--- src/rtl/elevator_plant_model_pkg.sv ---
// Shared types and constants for the elevator plant model.
// Covers the door and motion states, the floor geometry and the fault bit positions.
package elevator_pkg;

    typedef enum logic [1:0] {CLOSED, OPENING, OPEN, CLOSING} door_state_t;
    typedef enum logic [1:0] {STOP, UP, DOWN} motion_t;

    localparam int FLOOR_W    = 2;
    localparam int NUM_FLOORS = 4;

    localparam int F_BOTH = 0;  // both motors commanded
    localparam int F_DOOR = 1;  // motor on while door not closed
    localparam int F_TOP  = 2;  // drove up past the top floor
    localparam int F_BOT  = 3;  // drove down past the ground floor

endpackage

--- src/rtl/elevator_plant_model_door.sv ---
// Door FSM. In OPENING/CLOSING the counter holds how far the door is open (1..DOOR_TICKS-1),
// so a reversal simply walks the same counter back and retraces the partial travel.
module plant_door_timer
    import elevator_pkg::*;
#(
    parameter int DOOR_TICKS = 10
) (
    input  logic clock,
    input  logic reset,
    input  logic porta,
    input  logic motor_active,
    output logic door_closed,
    output logic door_open
);
    localparam int CW = (DOOR_TICKS < 2) ? 1 : $clog2(DOOR_TICKS);
    localparam logic [CW-1:0] ONE  = CW'(1);
    localparam logic [CW-1:0] LAST = CW'(DOOR_TICKS - 1);

    door_state_t   state_q, state_d;
    logic [CW-1:0] cnt_q, cnt_d;
    logic          closed_q, open_q;

    always_comb begin
        state_d = state_q;
        cnt_d   = cnt_q;
        unique case (state_q)
            CLOSED: if (porta && !motor_active) begin
                if (DOOR_TICKS == 1) state_d = OPEN;
                else begin
                    state_d = OPENING;
                    cnt_d   = ONE;
                end
            end
            OPENING, CLOSING: if (porta) begin
                if (cnt_q == LAST) state_d = OPEN;
                else begin
                    state_d = OPENING;
                    cnt_d   = cnt_q + ONE;
                end
            end else begin
                if (cnt_q == ONE) state_d = CLOSED;
                else begin
                    state_d = CLOSING;
                    cnt_d   = cnt_q - ONE;
                end
            end
            OPEN: if (!porta) begin
                if (DOOR_TICKS == 1) state_d = CLOSED;
                else begin
                    state_d = CLOSING;
                    cnt_d   = LAST;
                end
            end
        endcase
    end

    always_ff @(posedge clock) begin
        if (reset) begin
            state_q  <= CLOSED;
            cnt_q    <= '0;
            closed_q <= 1'b1;
            open_q   <= 1'b0;
        end else begin
            state_q  <= state_d;
            cnt_q    <= cnt_d;
            closed_q <= (state_d == CLOSED);
            open_q   <= (state_d == OPEN);
        end
    end

    assign door_closed = closed_q;
    assign door_open   = open_q;
endmodule

--- config.mk ---
export PLATFORM = sky130hd
export DESIGN_NAME = plant_door_timer
export DESIGN_NICKNAME = d
export VERILOG_FILES = /design/src/rtl/elevator_plant_model_pkg.sv /design/src/rtl/elevator_plant_model_door.sv
export SDC_FILE = /design/constraint.sdc
export NUM_CORES = 1
export LEC_CHECK = 0
export BUFFER_PORTS_ARGS = -buffer_cell sky130_fd_sc_hd__buf_2
export CORE_AREA = 2 2 39 41
export DETAILED_ROUTE_END_ITERATION = 7
export DIE_AREA = 0 0 41 43
export GPL_ROUTABILITY_DRIVEN = 0
export PLACE_DENSITY = 0.65
export SLEW_MARGIN = 20
export SYNTH_ARGS = -nofsm -noshare
export SYNTH_HDL_FRONTEND = slang
export SYNTH_SLANG_ARGS = --single-unit
--- constraint.sdc ---
create_clock -name clock -period 4.1 [get_ports clock]
set_input_delay 0.615 -clock clock [delete_from_list [all_inputs] [get_ports clock]]
set_output_delay 0.615 -clock clock [all_outputs]
set_load 0.05 [all_outputs]
=== After elaboration in Yosys (flattened, before gate mapping) ===
Cells that the tools add are included.
Widths: inputs -> output; s select.

* Bits in registers: 8
* Output and inout port bits: 2
* Word-level logic and storage cells: 34
* Bits of input ports: 4

* Multiplexer cells: 12
* Reduce and logical (&&, ||, !) cells: 6
* Add/sub/neg operators: 2
* Equality and inequality tests: 10

{| class="wikitable"
|+ Operators with widths
! operator !! number
|-
| $mux 4 || 5
|-
| $pmux 4 s3 || 1
|-
| $mux 2 || 5
|-
| $eq 2x2->1 const B || 3
|-
| $ne 3x3->1 const B || 2
|-
| $pmux 2 s3 || 1
|-
| $add 4x1->4 const B || 1
|-
| $eq 4x1->1 const B || 1
|-
| $eq 4x4->1 const B || 1
|-
| $logic_not 2->1 || 2
|-
| $ne 2x2->1 const B || 2
|-
| $reduce_and 4->1 || 1
|-
| $sub 4x1->4 const B || 1
|-
| $eq 2x1->1 const B || 1
|-
| $reduce_or 2->1 || 1
|-
| $logic_and 1x1->1 || 1
|-
| $logic_not 1->1 || 1
|}

=== Longest topological paths before layout ===
Gate-level depths: netlist of the first run.

* Depth after elaboration: 5
* Depth in mapped cells: 6
* Depth with buffers taken out: 6

=== Worst setup path before layout of the first run ===
OpenSTA, ideal clock, no wires.

* Path type: in2reg
* From: input porta
* To: register cnt_q[3]
* Data required time: 3.968 ns
* Stages on the path: 5
* Library setup time: 0.132 ns
* Arrival time: 1.619 ns
* Setup slack: 2.349 ns
* Buffers on the path: 1
* Path through: buf_4 > or4_4 > a21o_1 > a211oi_2 > a211oi_1

* Word-level cells in the longest chain between the ends: 3
* Elaborated cells on any way between the ends: 8
* Classes of those cells: eq/ne (4); mux (2); reduce/logical (2)

{| class="wikitable"
|+ Ends and longest elaborated chain
! item !! line !! RTL
|-
| start, declared || elevator_plant_model_door.sv:10 || <nowiki>input logic porta,</nowiki>
|-
| $logic_and 1x1->1 || elevator_plant_model_door.sv:27 || <nowiki>CLOSED: if (porta && !motor_active) begin</nowiki>
|-
| $ne 2x2->1 (no line) || n/a ||
|-
| $reduce_and 4->1 (no line) || n/a ||
|-
| end signal, assigned || elevator_plant_model_door.sv:65 || <nowiki>cnt_q <= cnt_d;</nowiki>
|-
| end, declared || elevator_plant_model_door.sv:20 || <nowiki>logic [CW-1:0] cnt_q, cnt_d;</nowiki>
|}

Parallel ways exist; a longest one is shown, timed or not.
A chain may end at the register's enable or synchronous reset.

=== Worst setup path after layout of the first run ===
* From: input porta
* To: register state_q[0]

* Word-level cells in the longest chain between the ends: 3
* Elaborated cells on any way between the ends: 5
* Classes of those cells: mux (4); reduce/logical (1)

{| class="wikitable"
|+ Ends and longest elaborated chain
! item !! line !! RTL
|-
| $logic_and 1x1->1 || elevator_plant_model_door.sv:27 ||
|-
| $mux 2 || elevator_plant_model_door.sv:27 ||
|-
| $pmux 2 s3 * || elevator_plant_model_door.sv:26 || <nowiki>unique case (state_q)</nowiki>
|-
| end signal, assigned || elevator_plant_model_door.sv:64 || <nowiki>state_q <= state_d;</nowiki>
|-
| end, declared || elevator_plant_model_door.sv:19 || <nowiki>door_state_t state_q, state_d;</nowiki>
|}

Mark *: on every way between the ends. The rest lies on a longest branch, timed or not.

==> results of run 1 <==
==> stage by stage <==
step,area (sq um),util (%)
after detailed placement,520.5,37.61
final,543.0,39.24
after global routing,543.0,39.24
after CTS,543.0,39.24
after global placement,520.5,37.61
after floorplan,491.7,-
==> where the power goes <==
group / total (mW) / internal [mW] / switching, mW
Sequential: 0.0977 / 0.0861 / 0.0116
Combinational: 0.0607 / 0.0260 / 0.0347
Clock: 0.0594 / 0.0334 / 0.0259
==> layout by cell type, fill, tap and decap left out, drive strengths merged, types with 2 or more instances in the layout <==
cell / Yosys / layout
buf: 3 / 5
or3b: 2 / 2
o21a: 2 / 2
a21oi: 7 / 7
nand2b: 3 / 3
nand2: 3 / 3
nand3: 2 / 2
nor2: 4 / 4
inv: 4 / 4
xor2: 2 / 2
a211oi: 3 / 3
dfxtp: 8 / 8
ha: 3 / 3
clkbuf: 0 / 3
==> metal layers <==
layer,wire length [um],GRT usage (%),vias up,share of wire (%)
met3,24,7.853,0,2.6
met1,469,16.50,181,51
li1,-,-,215,-
met5,0,0,-,0
met2,421,18.44,5,46
met4,0,2.000,0,0
==> cell type report <==
cell class / count / area share (%)
clock buffers: 3 / 4.147
inverters: 4 / 2.765
multi-input cells: 43 / 55.30
flip-flops and latches: 8 / 29.49
well taps: 16 / 3.687
repair buffers: 5 / 4.608
==> cells by family after synthesis <==
group | share of synthesized area, %
adder cells (fa/ha/maj) | 7.634
multiplexers | 2.290
XOR/XNOR | 3.563
flip-flops | 32.57
buffers and inverters | 6.359
AO/OA/AOI/OAI | 25.70
AND/OR/NAND/NOR | 21.88
==> sequential cells by signal (all words and copies together) (netlist names) <==
name	count
door_closed	1
state_q	2
door_open	1
cnt_q	4
==> synth_stat cells, types with 2 or more instances <==
| cell | instances | area share, % |
|---|---|---|
| nand2b_1 | 3 | 3.8 |
| ha_1 | 3 | 7.6 |
| nand3_1 | 2 | 2.0 |
| nand2_1 | 3 | 2.3 |
| a21oi_2 | 2 | 3.6 |
| inv_1 | 4 | 3.1 |
| o21a_1 | 2 | 3.1 |
| xor2_1 | 2 | 3.6 |
| a211oi_1 | 2 | 3.1 |
| a21oi_1 | 5 | 5.1 |
| nor2_1 | 4 | 3.1 |
| dfxtp_1 | 8 | 33 |
==> path summary, 6_finish.rpt <==
| path | depth (start not counted) | startpoint | to | slack [ps] |
|---|---|---|---|---|
| setup / recovery | 5 | porta | state_q[0]$_SDFF_PP0_ | 2460 |
| hold reg to reg | 2 | state_q[1]$_SDFF_PP0_ | door_open$_SDFF_PP0_ | 550 |
| hold / removal | 2 | state_q[1]$_SDFF_PP0_ | door_open$_SDFF_PP0_ | 550 |
| setup reg to reg | 5 | cnt_q[0]$_SDFFE_PP0P_ | cnt_q[3]$_SDFFE_PP0P_ | 2470 |
==> worst max-delay path, stage by stage <==
cell     delay [ps]
buf_2           210
or3b_2          480
a21oi_2         180
or2_1           200
nor2b_1         140
==> results.sh, run 1 <==
export IMPL_firstDrtPassIters=4
export IMPL_cts_reportedPaths_clkPinSlew_ps=60
export IMPL_grt_max_degree=12
export IMPL_cts_tree="done"
export IMPL_port_buffers=5
export IMPL_async_flop_share_pct=0
export IMPL_synth_warnings=0
export IMPL_dieArea_sq_um=1763
export IMPL_timing_hold_ws_ps=552.1
export IMPL_die_w_um=41
export IMPL_ys_types=30
export IMPL_fin_total_pwr_mw=0.2178
export IMPL_p_leak_nw=0.2130
export IMPL_setup_tns_ps=0
export IMPL_status="completed"
export IMPL_overflow=0
export IMPL_core_area_sq_um=1384
export IMPL_drv_slew=0
export IMPL_finalCritPeriodShare_pct=39.90
export IMPL_min_path_type="reg2reg"
export IMPL_multi_input_area_sq_um=300.3
export IMPL_routed_wl_um=915
export IMPL_fin_cells=79
export IMPL_syn_num_nets=65
export IMPL_critPathKind="in2reg"
export IMPL_wl_per_cell_um=11.58
export IMPL_die_y_um=43
export IMPL_irDropWorstVdd_v=0.0002095
export IMPL_viasPerCell=5.076
export IMPL_grt_use_total_pct=12.88
export IMPL_hold_buffers=0
export IMPL_critPathCaptureType="flip-flop"
export IMPL_dpl_worst_slack_ps=2220
export IMPL_synthFlopType="dfxtp_1"
export IMPL_fin_nets=72
export IMPL_post_place_cells=76
export IMPL_pwr_density_cell_nw_per_um2=401.1
export IMPL_io_pins=6
export IMPL_tightest_slew_ps=393.9
export IMPL_clk_latency_ps=250
export IMPL_postRouteAntennaNets=0
export IMPL_grt_pass1_vias=352
export IMPL_critPathLaunchType="primary input"
export IMPL_rows=14
export IMPL_fin_ws_ps=2464
export IMPL_grt_pass1_wl_um=1511
export IMPL_skew_ps=7.607
export IMPL_dr_first_iter_drc_count=4
export IMPL_antenna_found_initial=0
export IMPL_synth_seq_cells=8
export IMPL_final_layout_size_suffix_gt1_share_pct=22.22
export IMPL_clkSinkCount=8
export IMPL_critPathRequiredTime_ps=4280
export IMPL_cts_buffers=3
export IMPL_htreeDepth=1
export IMPL_fill_cells=145
export IMPL_fmax_mhz=611.3
export IMPL_seq_area_frac_synth_pct=32.57
export IMPL_initial_core_util_pct=35.53
export IMPL_critical_path_max_fanout=11
export IMPL_cp_arrival_ps=1820
export IMPL_rsz0062_at_grt="no"
export IMPL_synth_area_per_cell_sq_um=8.478
export IMPL_slew_headroom_pct=73.70
export IMPL_synth_edf_count=0
export IMPL_post_cts_buffers=0
export IMPL_root_buffer="clkbuf_4"
export IMPL_ff_latch_area_sq_um=160.2
export IMPL_cts_resized_gates=0
export IMPL_setup_viol=0
export IMPL_cts_max_path_buffers=2
export IMPL_via_count=401
export IMPL_final_hold_violation_count=0
export IMPL_syn2layout_area_growth_pct=10.43
export IMPL_cap_violations=0
export IMPL_diodes=0
export IMPL_post_route_drc_count=0
export IMPL_synthCells=58
export IMPL_dp_hpwl_um=673.5
export IMPL_syn_area_sq_um=491.7
export IMPL_period_needed_ps=1636
Note: power is estimated with default switching activity, not from simulation.
==> run 2: changes to the inputs <==
==> constraint.sdc (replaced) <==
create_clock -name clock -period 1.66 [get_ports clock]
set_input_delay 0.249 -clock clock [delete_from_list [all_inputs] [get_ports clock]]
set_output_delay 0.249 -clock clock [all_outputs]
set_load 0.05 [all_outputs]
==> results.sh, run 2 (synthesis results as in run 1) <==
export IMPL_setup_viol=0
export IMPL_rsz0062_at_grt="no"
export IMPL_critPathCaptureType="flip-flop"
export IMPL_dieArea_sq_um=1763
export IMPL_wl_per_cell_um=11.98
export IMPL_swShare_pct=33.13
export IMPL_cts_reportedPaths_clkPinSlew_ps=50
export IMPL_syn2layout_area_growth_pct=14.25
export IMPL_fin_cells=81
export IMPL_drv_slew=0
export IMPL_cts_buffers=3
export IMPL_hold_buffers=0
export IMPL_regMostFlops="cnt_q"
export IMPL_initial_core_util_pct=35.53
export IMPL_post_place_cells=78
export IMPL_diodes=0
export IMPL_core_area_sq_um=1384
export IMPL_p_seq_share_pct=43.9
export IMPL_post_cts_buffers=0
export IMPL_power_switching_mw=0.1831
export IMPL_cts_tree="done"
export IMPL_finalCritPeriodShare_pct=93.43
export IMPL_skew_ps=4.089
export IMPL_post_route_drc_count=0
export IMPL_overflow=0
export IMPL_critical_path_max_fanout=4
export IMPL_status="completed"
export IMPL_layout_commonest_cell="dfxtp_1"
export IMPL_grt_use_met1_pct=18.45
export IMPL_dr_first_iter_drc_count=0
export IMPL_grt_use_total_pct=15.19
export IMPL_grtUsageMet2_pct=18.13
export IMPL_fin_nets=74
export IMPL_setup_tns_ps=0
export IMPL_die_w_um=41
export IMPL_final_layout_size_suffix_gt1_share_pct=27.69
export IMPL_clk_latency_ps=260
export IMPL_slew_headroom_pct=72.66
export IMPL_rows=14
export IMPL_cap_violations=0
export IMPL_p_leak_nw=0.2250
export IMPL_cp_num_buf_inv=1
export IMPL_postRouteAntennaNets=0
export IMPL_largest_reg_flops=4
export IMPL_critPathLaunchType="flip-flop"
export IMPL_htreeDepth=1
export IMPL_fmax_mhz=644.8
export IMPL_min_path_type="in2reg"
export IMPL_path_delay_family="compound AO/OA/AOI/OAI gates"
export IMPL_firstDrtPassIters=1
export IMPL_p_int_mw=0.3696
export IMPL_p_comb_share_pct=28.9
export IMPL_pwr_share_clk_pct=27.1
export IMPL_final_hold_violation_count=0
export IMPL_busiest_layer="met1"
export IMPL_period_needed_ps=1551
export IMPL_cts_max_path_buffers=2
export IMPL_clkSinkCount=8
export IMPL_irDropWorstVdd_v=0.0003968
export IMPL_port_buffers=5
export IMPL_cp_arrival_ps=1720
export IMPL_final_cell_mix="7 x dfxtp_1, 5 x a21oi_1, 5 x buf_2"
export IMPL_routed_wl_um=970
export IMPL_critPathKind="reg2reg"
export IMPL_io_pins=6
export IMPL_dp_hpwl_um=719.2
export IMPL_grt_max_degree=12
export IMPL_crit_path_cell_trace="inv_1, ha_1, or3b_4, a21oi_2, o32ai_1, a211oi_1"
export IMPL_viasPerCell=5.309
export IMPL_reg_largest_list="cnt_q: 4 flops, state_q: 2 flops"
export IMPL_grt_pass1_vias=369
export IMPL_gr_usage_met3_pct=7.853
export IMPL_die_y_um=43
export IMPL_grt_pass1_wl_um=1662
export IMPL_tightest_slew_ps=409.6
export IMPL_cp_slowest_stage_delay_ps=380
export IMPL_root_buffer="clkbuf_4"
export IMPL_antenna_found_initial=0
export IMPL_pwr_density_cell_nw_per_um2=983.8
export IMPL_cpMaxStageDelayCell="or3b_4"
export IMPL_via_count=430
export IMPL_critPathRequiredTime_ps=1830
## run 2: cell types whose count changed in the layout (fill, tap and decap cells not counted)
cell     change
dfxtp_1      -1
buf_4        +2
dfxtp_2      +1
or3b_4       +1
or3b_1       -1
## run 2: worst paths after layout
check	from	end	slack, ps	depth (start not counted)
max reg2reg	cnt_q[1]$_SDFFE_PP0P_	cnt_q[3]$_SDFFE_PP0P_	110	6
max	cnt_q[1]$_SDFFE_PP0P_	cnt_q[3]$_SDFFE_PP0P_	110	6
min	motor_active	door_closed$_SDFF_PP1_	220	3
min reg2reg	cnt_q[0]$_SDFFE_PP0P_	cnt_q[0]$_SDFFE_PP0P_	550	1
## run 2: cell type report
| cell class | count | area [sq um] |
|---|---|---|
| fillers | 148 | 822.0 |
| repair buffers | 7 | 40.04 |
| well taps | 16 | 20.02 |
| clock buffers | 3 | 22.52 |
| flip-flops and latches | 8 | 161.4 |
| multi-input cells | 43 | 302.8 |
| inverters | 4 | 15.01 |
## run 2: worst register-to-register path: cells and delay by family, from the launching register on
family                     cells  cell delay [ps]
buffers and inverters          1              110
DFF                            1              340
and+or+nand+nor                1              380
adders and majority gates      1              170
AOI/OAI and AO/OA              3              470
## run 2: per-stage QoR
| stage | util [%] | setup slack, ps | power (mW) | hold slack, ps | area (sq um) |
|---|---|---|---|---|---|
| floorplan | - | 158.3 | 0.3656 | 371.5 | 491.7 |
| global placement | 38.70 | 113.8 | 0.3966 | 489.0 | 535.5 |
| detailed placement | 38.70 | 35.19 | 0.4002 | 487.9 | 535.5 |
| CTS | 40.33 | 19.52 | 0.5569 | 222.1 | 558.0 |
| global route | 40.60 | 3.101 | 0.6059 | 245.2 | 561.8 |
| finish | 40.60 | 109.0 | 0.5527 | 224.0 | 561.8 |
## run 2: what timing repair did
item                                   4_1_cts  5_1_grt
endpoints found under the hold margin        0        0
setup endpoints to repair                    0        1
resized for setup                            0        2
## run 2: power groups by stage
stage	Sequential (mW)	Clock, mW	Combinational [mW]
6_report	0.243	0.150	0.160
5_1_grt	0.246	0.179	0.182
4_1_cts	0.241	0.159	0.157
3_5_place_dp	0.245	0	0.155
3_3_place_gp	0.244	0	0.153
2_1_floorplan	0.247	0	0.118
## run 2: per-layer routing
layer / vias up / wire length (um)
li1: 223 / -
met2: 7 / 408
met4: 0 / 38
met3: 4 / 30
met5: - / 0
met1: 196 / 493
